<file path="config.mk">
export PLATFORM = sky130hd
export DESIGN_NAME = mux_8x1_rr_flat
export DESIGN_NICKNAME = d
export VERILOG_FILES = /design/src/rtl/mux_8x1_rr_if.sv /design/src/rtl/mux_8x1_rr.sv /design/src/flat_wrapper.sv
export SDC_FILE = /design/constraint.sdc
export NUM_CORES = 1
export LEC_CHECK = 0
export BUFFER_PORTS_ARGS = -buffer_cell sky130_fd_sc_hd__clkbuf_2
export CAP_MARGIN = 20
export CELL_PAD_IN_SITES_DETAIL_PLACEMENT = 1
export CELL_PAD_IN_SITES_GLOBAL_PLACEMENT = 1
export CORE_MARGIN = 2
export CORE_UTILIZATION = 30
export DETAILED_ROUTE_END_ITERATION = 8
export MAX_ROUTING_LAYER = met4
export PLACE_DENSITY_LB_ADDON = 0.1
export SKIP_LAST_GASP = 1
export SLEW_MARGIN = 20
export SYNTH_ARGS = -nofsm -noshare
export SYNTH_HDL_FRONTEND = slang
export SYNTH_SLANG_ARGS = --single-unit
</file>
<file path="constraint.sdc">
create_clock -name i_clk -period 5.5 [get_ports i_clk]
set_input_delay 1.375 -clock i_clk [delete_from_list [all_inputs] [get_ports i_clk]]
set_output_delay 1.375 -clock i_clk [all_outputs]
set_load 0.005 [all_outputs]
</file>
<file path="src/rtl/mux_8x1_rr_if.sv">
// Lane-side and output-side signals of the 8:1 round-robin multiplexer.
// out_par exists only when MUX_PARITY_EN is defined.
interface mux_8x1_rr_if #(
    parameter int unsigned DATA_W = 8
);
    localparam int unsigned N_LANES = 8;
    localparam int unsigned SEL_W   = 3;

    logic [N_LANES-1:0]        in_valid;
    logic [N_LANES*DATA_W-1:0] in_data;
    logic [N_LANES-1:0]        in_ready;
    logic                      out_valid;
    logic [DATA_W-1:0]         out_data;
    logic [SEL_W-1:0]          out_sel;
    logic                      out_ready;
`ifdef MUX_PARITY_EN
    logic                      out_par;
`endif

    // Source/sink side (lanes plus the far-end demultiplexer).
    modport master (
        output in_valid, in_data, out_ready,
        input  in_ready, out_valid, out_data, out_sel
`ifdef MUX_PARITY_EN
        , input out_par
`endif
    );

    // Multiplexer side.
    modport slave (
        input  in_valid, in_data, out_ready,
        output in_ready, out_valid, out_data, out_sel
`ifdef MUX_PARITY_EN
        , output out_par
`endif
    );

endinterface : mux_8x1_rr_if

</file>
<file path="src/rtl/mux_8x1_rr.sv">
// Eight-lane round-robin multiplexer with a one-beat registered output and full backpressure.
// Optional even-parity output flop is compiled in with MUX_PARITY_EN.
module mux_8x1_rr #(
    parameter int unsigned DATA_W = 8
) (
    input  logic          i_clk,
    input  logic          i_rst_n,
    mux_8x1_rr_if.slave   io_bus
);

    localparam int unsigned N_LANES = 8;
    localparam int unsigned SEL_W   = 3;

    typedef enum logic {
        ST_EMPTY = 1'b0,
        ST_FULL  = 1'b1
    } state_t;

    state_t              r_state;
    state_t              w_state_nxt;
    logic [SEL_W-1:0]    r_ptr;
    logic [DATA_W-1:0]   r_out_data;
    logic [SEL_W-1:0]    r_out_sel;
`ifdef MUX_PARITY_EN
    logic                r_out_par;
`endif

    logic                w_load_en;
    logic                w_found;
    logic [SEL_W-1:0]    w_gnt;
    logic                w_xfer;
    logic [DATA_W-1:0]   w_gnt_data;

    // First valid lane at or after the pointer, wrapping modulo 8.
    always_comb begin
        w_found = 1'b0;
        w_gnt   = '0;
        for (int i = 0; i < N_LANES; i++) begin
            if (!w_found && io_bus.in_valid[SEL_W'(r_ptr + SEL_W'(i))]) begin
                w_found = 1'b1;
                w_gnt   = SEL_W'(r_ptr + SEL_W'(i));
            end
        end
    end

    assign w_load_en       = (r_state == ST_EMPTY) || io_bus.out_ready;
    assign w_xfer          = w_found && w_load_en && i_rst_n;
    assign io_bus.in_ready = w_xfer ? (N_LANES'(1) << w_gnt) : '0;

    // Word of the granted lane; only reaches the output through the flops.
    always_comb begin
        w_gnt_data = '0;
        for (int i = 0; i < N_LANES; i++) begin
            if (w_gnt == SEL_W'(i)) begin
                w_gnt_data = io_bus.in_data[i*DATA_W +: DATA_W];
            end
        end
    end

    always_ff @(posedge i_clk) begin
        if (!i_rst_n) begin
            r_state <= ST_EMPTY;
        end else begin
            r_state <= w_state_nxt;
        end
    end

    // A load wins over a drain, so back-to-back beats never leave a bubble.
    always_comb begin
        w_state_nxt = r_state;
        case (r_state)
            ST_EMPTY: begin
                if (w_xfer) begin
                    w_state_nxt = ST_FULL;
                end
            end
            ST_FULL: begin
                if (!w_xfer && io_bus.out_ready) begin
                    w_state_nxt = ST_EMPTY;
                end
            end
            default: w_state_nxt = ST_EMPTY;
        endcase
    end

    // Output payload and pointer move only on a grant; otherwise they hold.
    always_ff @(posedge i_clk) begin
        if (!i_rst_n) begin
            r_out_data <= '0;
            r_out_sel  <= '0;
            r_ptr      <= '0;
        end else if (w_xfer) begin
            r_out_data <= w_gnt_data;
            r_out_sel  <= w_gnt;
            r_ptr      <= w_gnt + SEL_W'(1);
        end
    end

`ifdef MUX_PARITY_EN
    always_ff @(posedge i_clk) begin
        if (!i_rst_n) begin
            r_out_par <= 1'b0;
        end else if (w_xfer) begin
            r_out_par <= ^w_gnt_data;
        end
    end

    assign io_bus.out_par = r_out_par;
`endif

    assign io_bus.out_valid = r_state;
    assign io_bus.out_data  = r_out_data;
    assign io_bus.out_sel   = r_out_sel;

endmodule : mux_8x1_rr

</file>
<file path="src/flat_wrapper.sv">
// flat-port wrapper written by rule: the top's interface ports become plain ports
module mux_8x1_rr_flat 
#(
    parameter int unsigned DATA_W = 8
)
  (i_clk, i_rst_n, io_bus_in_valid, io_bus_in_data, io_bus_out_ready, io_bus_in_ready, io_bus_out_valid, io_bus_out_data, io_bus_out_sel);
  mux_8x1_rr_if #(.DATA_W(DATA_W)) io_bus_i ();
  input  logic i_clk;
  input  logic i_rst_n;
  input wire logic [$bits(io_bus_i.in_valid)-1:0] io_bus_in_valid;
  input wire logic [$bits(io_bus_i.in_data)-1:0] io_bus_in_data;
  input wire logic [$bits(io_bus_i.out_ready)-1:0] io_bus_out_ready;
  output wire logic [$bits(io_bus_i.in_ready)-1:0] io_bus_in_ready;
  output wire logic [$bits(io_bus_i.out_valid)-1:0] io_bus_out_valid;
  output wire logic [$bits(io_bus_i.out_data)-1:0] io_bus_out_data;
  output wire logic [$bits(io_bus_i.out_sel)-1:0] io_bus_out_sel;
  assign io_bus_i.in_valid = io_bus_in_valid;
  assign io_bus_i.in_data = io_bus_in_data;
  assign io_bus_i.out_ready = io_bus_out_ready;
  assign io_bus_in_ready = io_bus_i.in_ready;
  assign io_bus_out_valid = io_bus_i.out_valid;
  assign io_bus_out_data = io_bus_i.out_data;
  assign io_bus_out_sel = io_bus_i.out_sel;
  mux_8x1_rr #(.DATA_W(DATA_W)) u_core (.i_clk(i_clk), .i_rst_n(i_rst_n), .io_bus(io_bus_i));
endmodule
</file>
== Word level (Yosys, flattened, before mapping) ==
Index checks and enable logic that the tools add are counted.

* Register bits: 15
* Bits of input ports: 75
* Output and inout bits: 20
* Word-level logic and storage cells: 93

* Add/sub/neg operators: 8
* Magnitude comparators: 8
* Equal/unequal tests: 7
* Shift-type cells: 1
* Multiplexer cells: 44
* Bitwise operators: 1
* Reduce and logical (&&, ||, !) cells: 20

{| class="wikitable"
|+ Operators by type and width
! kind !! count
|-
| $mux W8 || 9
|-
| $lt A3 B4 Y1 const B || 8
|-
| $bmux W1 S3 || 8
|-
| $mux W3 || 8
|-
| $mux W1 || 18
|-
| $add A3 B3 Y3 const B || 4
|-
| $eq A3 B3 Y1 const B || 4
|-
| $logic_and A1 B1 Y1 || 10
|-
| $logic_not A1 Y1 || 8
|-
| $shl A1 B3 Y8 const A || 1
|-
| $add A3 B1 Y3 const B || 2
|-
| $add A3 B2 Y3 const B || 2
|-
| $eq A3 B2 Y1 const B || 2
|-
| $eq A3 B1 Y1 const B || 1
|-
| $logic_not A3 Y1 || 1
|-
| $pmux W1 S2 || 1
|-
| $logic_or A1 B1 Y1 || 1
|-
| $not A1 Y1 || 1
|}

== Longest topological paths before layout ==
* Depth in word-level cells: 33
* Gate-level depth with buffers: 24
* Depth with buffers taken out: 20

== Worst setup path before layout ==
OpenSTA, ideal clock, no wires.

* Path kind: input-to-output
* Start point: input port io_bus_in_valid[1]
* End point: output port io_bus_in_ready[3]
* Arrival time: 4.100 ns
* Required time: 4.125 ns
* Setup slack: 0.025 ns
* Stages: 12
* Buffers on the path: 2
* Path through: mux4_2 -> mux2_2 -> or2_1 -> a211o_1 -> a222oi_1 -> nor2_1 -> inv_1 -> ha_1 -> ha_1 -> clkbuf_1 -> clkbuf_1 -> and2_1

{| class="wikitable"
|+ RTL lines
! item !! line !! text
|-
| start, declared || flat_wrapper.sv:10 || <nowiki>input wire logic [$bits(io_bus_i.in_valid)-1:0] io_bus_in_valid;</nowiki>
|-
| $bmux W1 S3 || mux_8x1_rr.sv:39 || <nowiki>if (!w_found && io_bus.in_valid[SEL_W'(r_ptr + SEL_W'(i))]) begin</nowiki>
|-
| $mux W1 (implied by the code) || mux_8x1_rr.sv:39 ||
|-
| $mux W1 || mux_8x1_rr.sv:39 ||
|-
| $logic_not A1 Y1 || mux_8x1_rr.sv:39 ||
|-
| $logic_and A1 B1 Y1 || mux_8x1_rr.sv:39 ||
|-
| $mux W1 || mux_8x1_rr.sv:39 ||
|-
| $logic_not A1 Y1 || mux_8x1_rr.sv:39 ||
|-
| $logic_and A1 B1 Y1 || mux_8x1_rr.sv:39 ||
|-
| [... 11 more ...] || - ||
|-
| $logic_and A1 B1 Y1 || mux_8x1_rr.sv:39 ||
|-
| $mux W1 || mux_8x1_rr.sv:39 ||
|-
| $logic_not A1 Y1 || mux_8x1_rr.sv:39 ||
|-
| $logic_and A1 B1 Y1 || mux_8x1_rr.sv:39 ||
|-
| $mux W3 * || mux_8x1_rr.sv:39 ||
|-
| named net u_core.w_gnt[1] || mux_8x1_rr.sv:30 || <nowiki>logic [SEL_W-1:0] w_gnt;</nowiki>
|-
| $shl A1 B3 Y8 * || mux_8x1_rr.sv:48 || <nowiki>assign io_bus.in_ready = w_xfer ? (N_LANES'(1) << w_gnt) : '0;</nowiki>
|-
| $mux W8 * || mux_8x1_rr.sv:48 ||
|-
| end, declared || flat_wrapper.sv:13 || <nowiki>output wire logic [$bits(io_bus_i.in_ready)-1:0] io_bus_in_ready;</nowiki>
|}

The timed path passes the listed nets; every way through them passes the cells marked *. The select of a mux whose other input is x is not followed.

== Worst setup path after layout ==
* Start point: input port io_bus_in_valid[5]
* End point: output port io_bus_in_ready[3]

The elaborated chain is that of the path after synthesis.

==> summary.txt <==
Setup path
  – Highest fanout seen on the critical path: 8
  – Cell class contributing the biggest share of worst-path delay: multiplexers
  – Stage delay of the slowest cell on the critical path: 540 ps
  – Kind of end point of the critical path: primary output
  – Crit-path cells: clkbuf_2, mux4_2, mux2_4, or2_1, a211o_1, a222oi_1, nor2_1, inv_2, ha_4, ha_1, and2_1, clkbuf_2
  – Buffers & Inverters on Critical Path: 3
  – Crit-path slowest cell: sky130_fd_sc_hd__mux4_2
  – Most used cell along the critical path: sky130_fd_sc_hd__clkbuf_2
  – Startpoint-to-endpoint class of the critical path: in2out
  – Type of origin of the critical path: input pin
  – Required time of the critical path: between 4000 and 5000 ps
  – WP data arrival: 3990 ps

Final layout
  – Final cell count without fillers: approximately 490
  – Fraction of layout cells with a size suffix above 1: 38.0%
  – Total inserted antenna cells: 0
  – Synthesis-to-layout area growth: 27.8%
  – Final net count: 478

Drt
  – Uppermost layer routed: met4
  – Average via count per standard cell: 5.26
  – Count of TritonRoute iterations in the first routing pass: 6
  – WL met3: 266 um
  – Detail Route Antenna Nets: 0
  – Detailed router's first-iteration violation count: 70
  – Residual DRC count: 0
  – Average wire per cell in the routed design: 16.3 um
  – Via Count: 2,600
  – Met2 Wirelength: 4.20 mm
  – Sum of routed wire segments on met1: 3.53 mm
  – Total wirelength of the detailed-routed design: between 8 and 9 mm

Pwr
  – Overall power of the completed layout: 2.44 mW
  – Proportion of power drawn by flip-flops and latches: 7.2%
  – Total power density per cell area: 828 nW/um2
  – Clock Power Share: 3.8%
  – Design internal power: roughly 1.1 mW
  – Net Sw Frac: 55.1%
  – Switching power: between 1 and 1.5 mW
  – Standby leakage power: between 1 and 1.5 nW
  – Gate power share: 89.0%
  – IR drop worst, VDD: 248 uV

Synth
  – Number of warnings issued by yosys: 0
  – Most frequent cell after synthesis: sky130_fd_sc_hd__a21oi_1
  – Fraction of the mapped netlist area in simple logic gates: between 15 and 20%
  – Main combinational cell family by area after synthesis: compound AO/OA/AOI/OAI gates
  – Adder-cell area share of the yosys netlist: under 10%
  – Mean post-synth cell area: approximately 7.6 um2
  – Number of flip-flops and latches in the synthesized netlist: 15
  – Post-synthesis instance area: 2300 um2
  – Synthesized net count: 387
  – Portion of the post-synthesis area used by sequential elements: 13.0%
  – Xor and xnor fraction of the mapped netlist area: 1.14%
  – Complex-gate fraction of the synthesized area: 33.6%
  – Commonest cells in the synthesized netlist: 57 x sky130_fd_sc_hd__a21oi_1, 23 x sky130_fd_sc_hd__o21ai_0, 20 x sky130_fd_sc_hd__inv_1, 20 x sky130_fd_sc_hd__mux2i_1, 18 x sky130_fd_sc_hd__nand2_1
  – Portion of netlist area occupied by mux cells: 20.4%
  – Post-synthesis cell type with the largest combined area: sky130_fd_sc_hd__dfxtp_1
  – Area share of the largest cell type after synthesis: 13.0%
  – Count of different cell masters after synthesis: 54
  – Synth Instances: 305
  – Fraction of registers with async set/reset: 0%
  – EDFF count, synth: 0
  – Most instantiated flip-flop cell in the synthesis netlist: sky130_fd_sc_hd__dfxtp_1
  – Synth area leaders: sky130_fd_sc_hd__dfxtp_1 13%, sky130_fd_sc_hd__a21oi_1 12%, sky130_fd_sc_hd__mux2i_1 8.7%

Global route
  – First-pass GRT wire length: about 13 mm
  – Global-route usage over all layers: 19.5%
  – Vias in the first global route: 2,634
  – Remaining global-route overflow: 0
  – Largest net degree at the start of global routing: 27
  – Antenna violations before repair: 0

Floorplan
  – Ports: 95
  – Placement row count: 31
  – Starting density of the core: 31.4%
  – Floorplan die area: 8400 um2
  – Die extent in x: between 90 and 100 um
  – Placeable Area: 7330 um2
  – Die outline height: 91.6 um

Clock network
  – # clock sinks: 15
  – TritonCTS clock tree: built
  – Num CTS Buffers: 3
  – Buffers inserted during post-CTS setup optimization: 0
  – Number of H-tree levels: 1
  – Reg clk slew, reported paths: 60 ps
  – Worst skew pair latency: 250 ps
  – CTS root buf: sky130_fd_sc_hd__clkbuf_8
  – Clock Tree Buf Depth: 2
  – Post-cts hold buffer count: 0

STA
  – Crit path time final: around 5400 ps
  – Slew headroom: 55.2%
  – Finish-stage setup viols: 0
  – Post-layout worst setup margin: 136 ps
  – Worst clock skew on the final layout: a little under 2 ps
  – Transition at the pin with the smallest max-transition slack: 672 ps
  – Highest attainable clock frequency: approximately 0.19 GHz
  – Unrepaired setup endpoints after global routing: yes
  – Number of pins with negative max-slew slack in the final report: 0
  – Final hold violations: 0
  – Tcrit/Tclk final: a little over nine tenths

Placement
  – Post-placement cell count: 490
  – Half-perimeter wire length after placement: approximately 6.5 mm
  – Worst setup slack before clock tree synthesis: a little under 50 ps
  – # port buffers: 94
  – Gpl congestion: roughly 0.85

Run
  – Number of maximum-capacitance constraint violations: 0

Status
  – Outcome: completed

Hold path
  – Worst Hold Class: reg2reg
layout make-up:
cell class | count | area, um2
Fill cell | 938 | 4390
Timing Repair Buffer | 113 | 613
Inverter | 21 | 78.8
Clock buffer | 3 | 41.3
Sequential cell | 15 | 300
Clock inverter | 1 | 5.00
Multi-Input combinational cell | 242 | 1780
Tap cell | 99 | 124
flip-flops by register name, summed over array words and instances, names as in the netlist:
signal / flops
u_core.io_bus.out_valid: 1
u_core.r_ptr: 3
u_core.io_bus.out_sel: 3
u_core.io_bus.out_data: 8
path summary, 6_finish.rpt:
kind / start / to / slack, ps / cells after the start
max: io_bus_in_valid[5] / io_bus_in_ready[3] / 140 / 12
min: u_core.io_bus.out_sel[0] / u_core.io_bus.out_sel[0] / 460 / 2
max reg2reg: u_core.r_ptr[0] / u_core.io_bus.out_data[2] / 800 / 17
min reg2reg: u_core.io_bus.out_sel[0] / u_core.io_bus.out_sel[0] / 460 / 2
kinds of logic (layout without fill, tap and decap cells):
| group | after synthesis | count (layout) |
|---|---|---|
| compound gates | 124 | 124 |
| xor+xnor | 3 | 3 |
| fa+ha+maj | 7 | 7 |
| buf+inv | 48 | 138 |
| flops | 15 | 15 |
| mux | 33 | 33 |
| simple gates | 75 | 75 |
worst min-delay path, stage by stage, from the launching register on:
cell                      delay, ps
sky130_fd_sc_hd__dfxtp_1        310
sky130_fd_sc_hd__nand2_1         50
sky130_fd_sc_hd__a21oi_1         50
metrics by stage:
stage | utilization [%] | area, um2 | hold WS, ps | setup TNS, ps
4_1_cts | 39.9 | 2920 | 464 | 0
3_3_place_gp | 39.2 | 2880 | 447 | 0
6_report | 40.1 | 2940 | 456 | 0
5_1_grt | 40.1 | 2940 | 488 | -6.25
2_1_floorplan | - | 2300 | 448 | 0
3_5_place_dp | 39.2 | 2880 | 455 | 0
cells in the final DEF (no fill, tap or decap), types with 2 or more instances in the layout:
master,Yosys,layout
sky130_fd_sc_hd__clkbuf_2,0,94
sky130_fd_sc_hd__a21oi_1,57,57
sky130_fd_sc_hd__o21ai_0,23,23
sky130_fd_sc_hd__mux2i_1,20,20
sky130_fd_sc_hd__inv_1,20,19
sky130_fd_sc_hd__buf_4,2,19
sky130_fd_sc_hd__nand2_1,18,18
sky130_fd_sc_hd__nor2_1,17,17
sky130_fd_sc_hd__dfxtp_1,15,15
sky130_fd_sc_hd__a22oi_1,14,14
sky130_fd_sc_hd__mux4_2,7,8
sky130_fd_sc_hd__and3_1,8,8
sky130_fd_sc_hd__nand2b_1,6,6
sky130_fd_sc_hd__nand3_1,6,6
sky130_fd_sc_hd__o21ai_2,6,6
sky130_fd_sc_hd__ha_1,7,6
sky130_fd_sc_hd__a21oi_2,5,5
sky130_fd_sc_hd__nor2b_1,5,4
sky130_fd_sc_hd__xnor2_1,3,3
sky130_fd_sc_hd__a32oi_1,3,3
sky130_fd_sc_hd__and2_1,3,3
sky130_fd_sc_hd__clkbuf_8,0,3
sky130_fd_sc_hd__mux4_1,3,2
sky130_fd_sc_hd__mux2_2,3,2
sky130_fd_sc_hd__inv_2,1,2
sky130_fd_sc_hd__a21o_1,2,2
sky130_fd_sc_hd__o221ai_1,2,2
repair_timing:
item | 4_1_cts | 5_1_grt
gates resized for setup | 0 | 7
endpoints found under the hold margin | 0 | 0
endpoints found under the setup margin | 0 | 6
power by group through the flow:
stage | logic (mW) | clock network [mW] | registers [mW]
floorplan | 1.50 | 0 | 0.180
global placement | 2.13 | 0 | 0.177
detailed placement | 2.14 | 0 | 0.180
CTS | 2.16 | 0.0958 | 0.177
global route | 2.40 | 0.0996 | 0.182
finish | 2.17 | 0.0924 | 0.176
metal layers:
metal | track usage [%] | up-vias
met5 | - | -
met4 | 2.27 | 0
met3 | 2.14 | 4
met2 | 36.0 | 58
met1 | 23.6 | 1235
li1 | - | 1303
No activity file was read; power rests on OpenSTA's default activity.
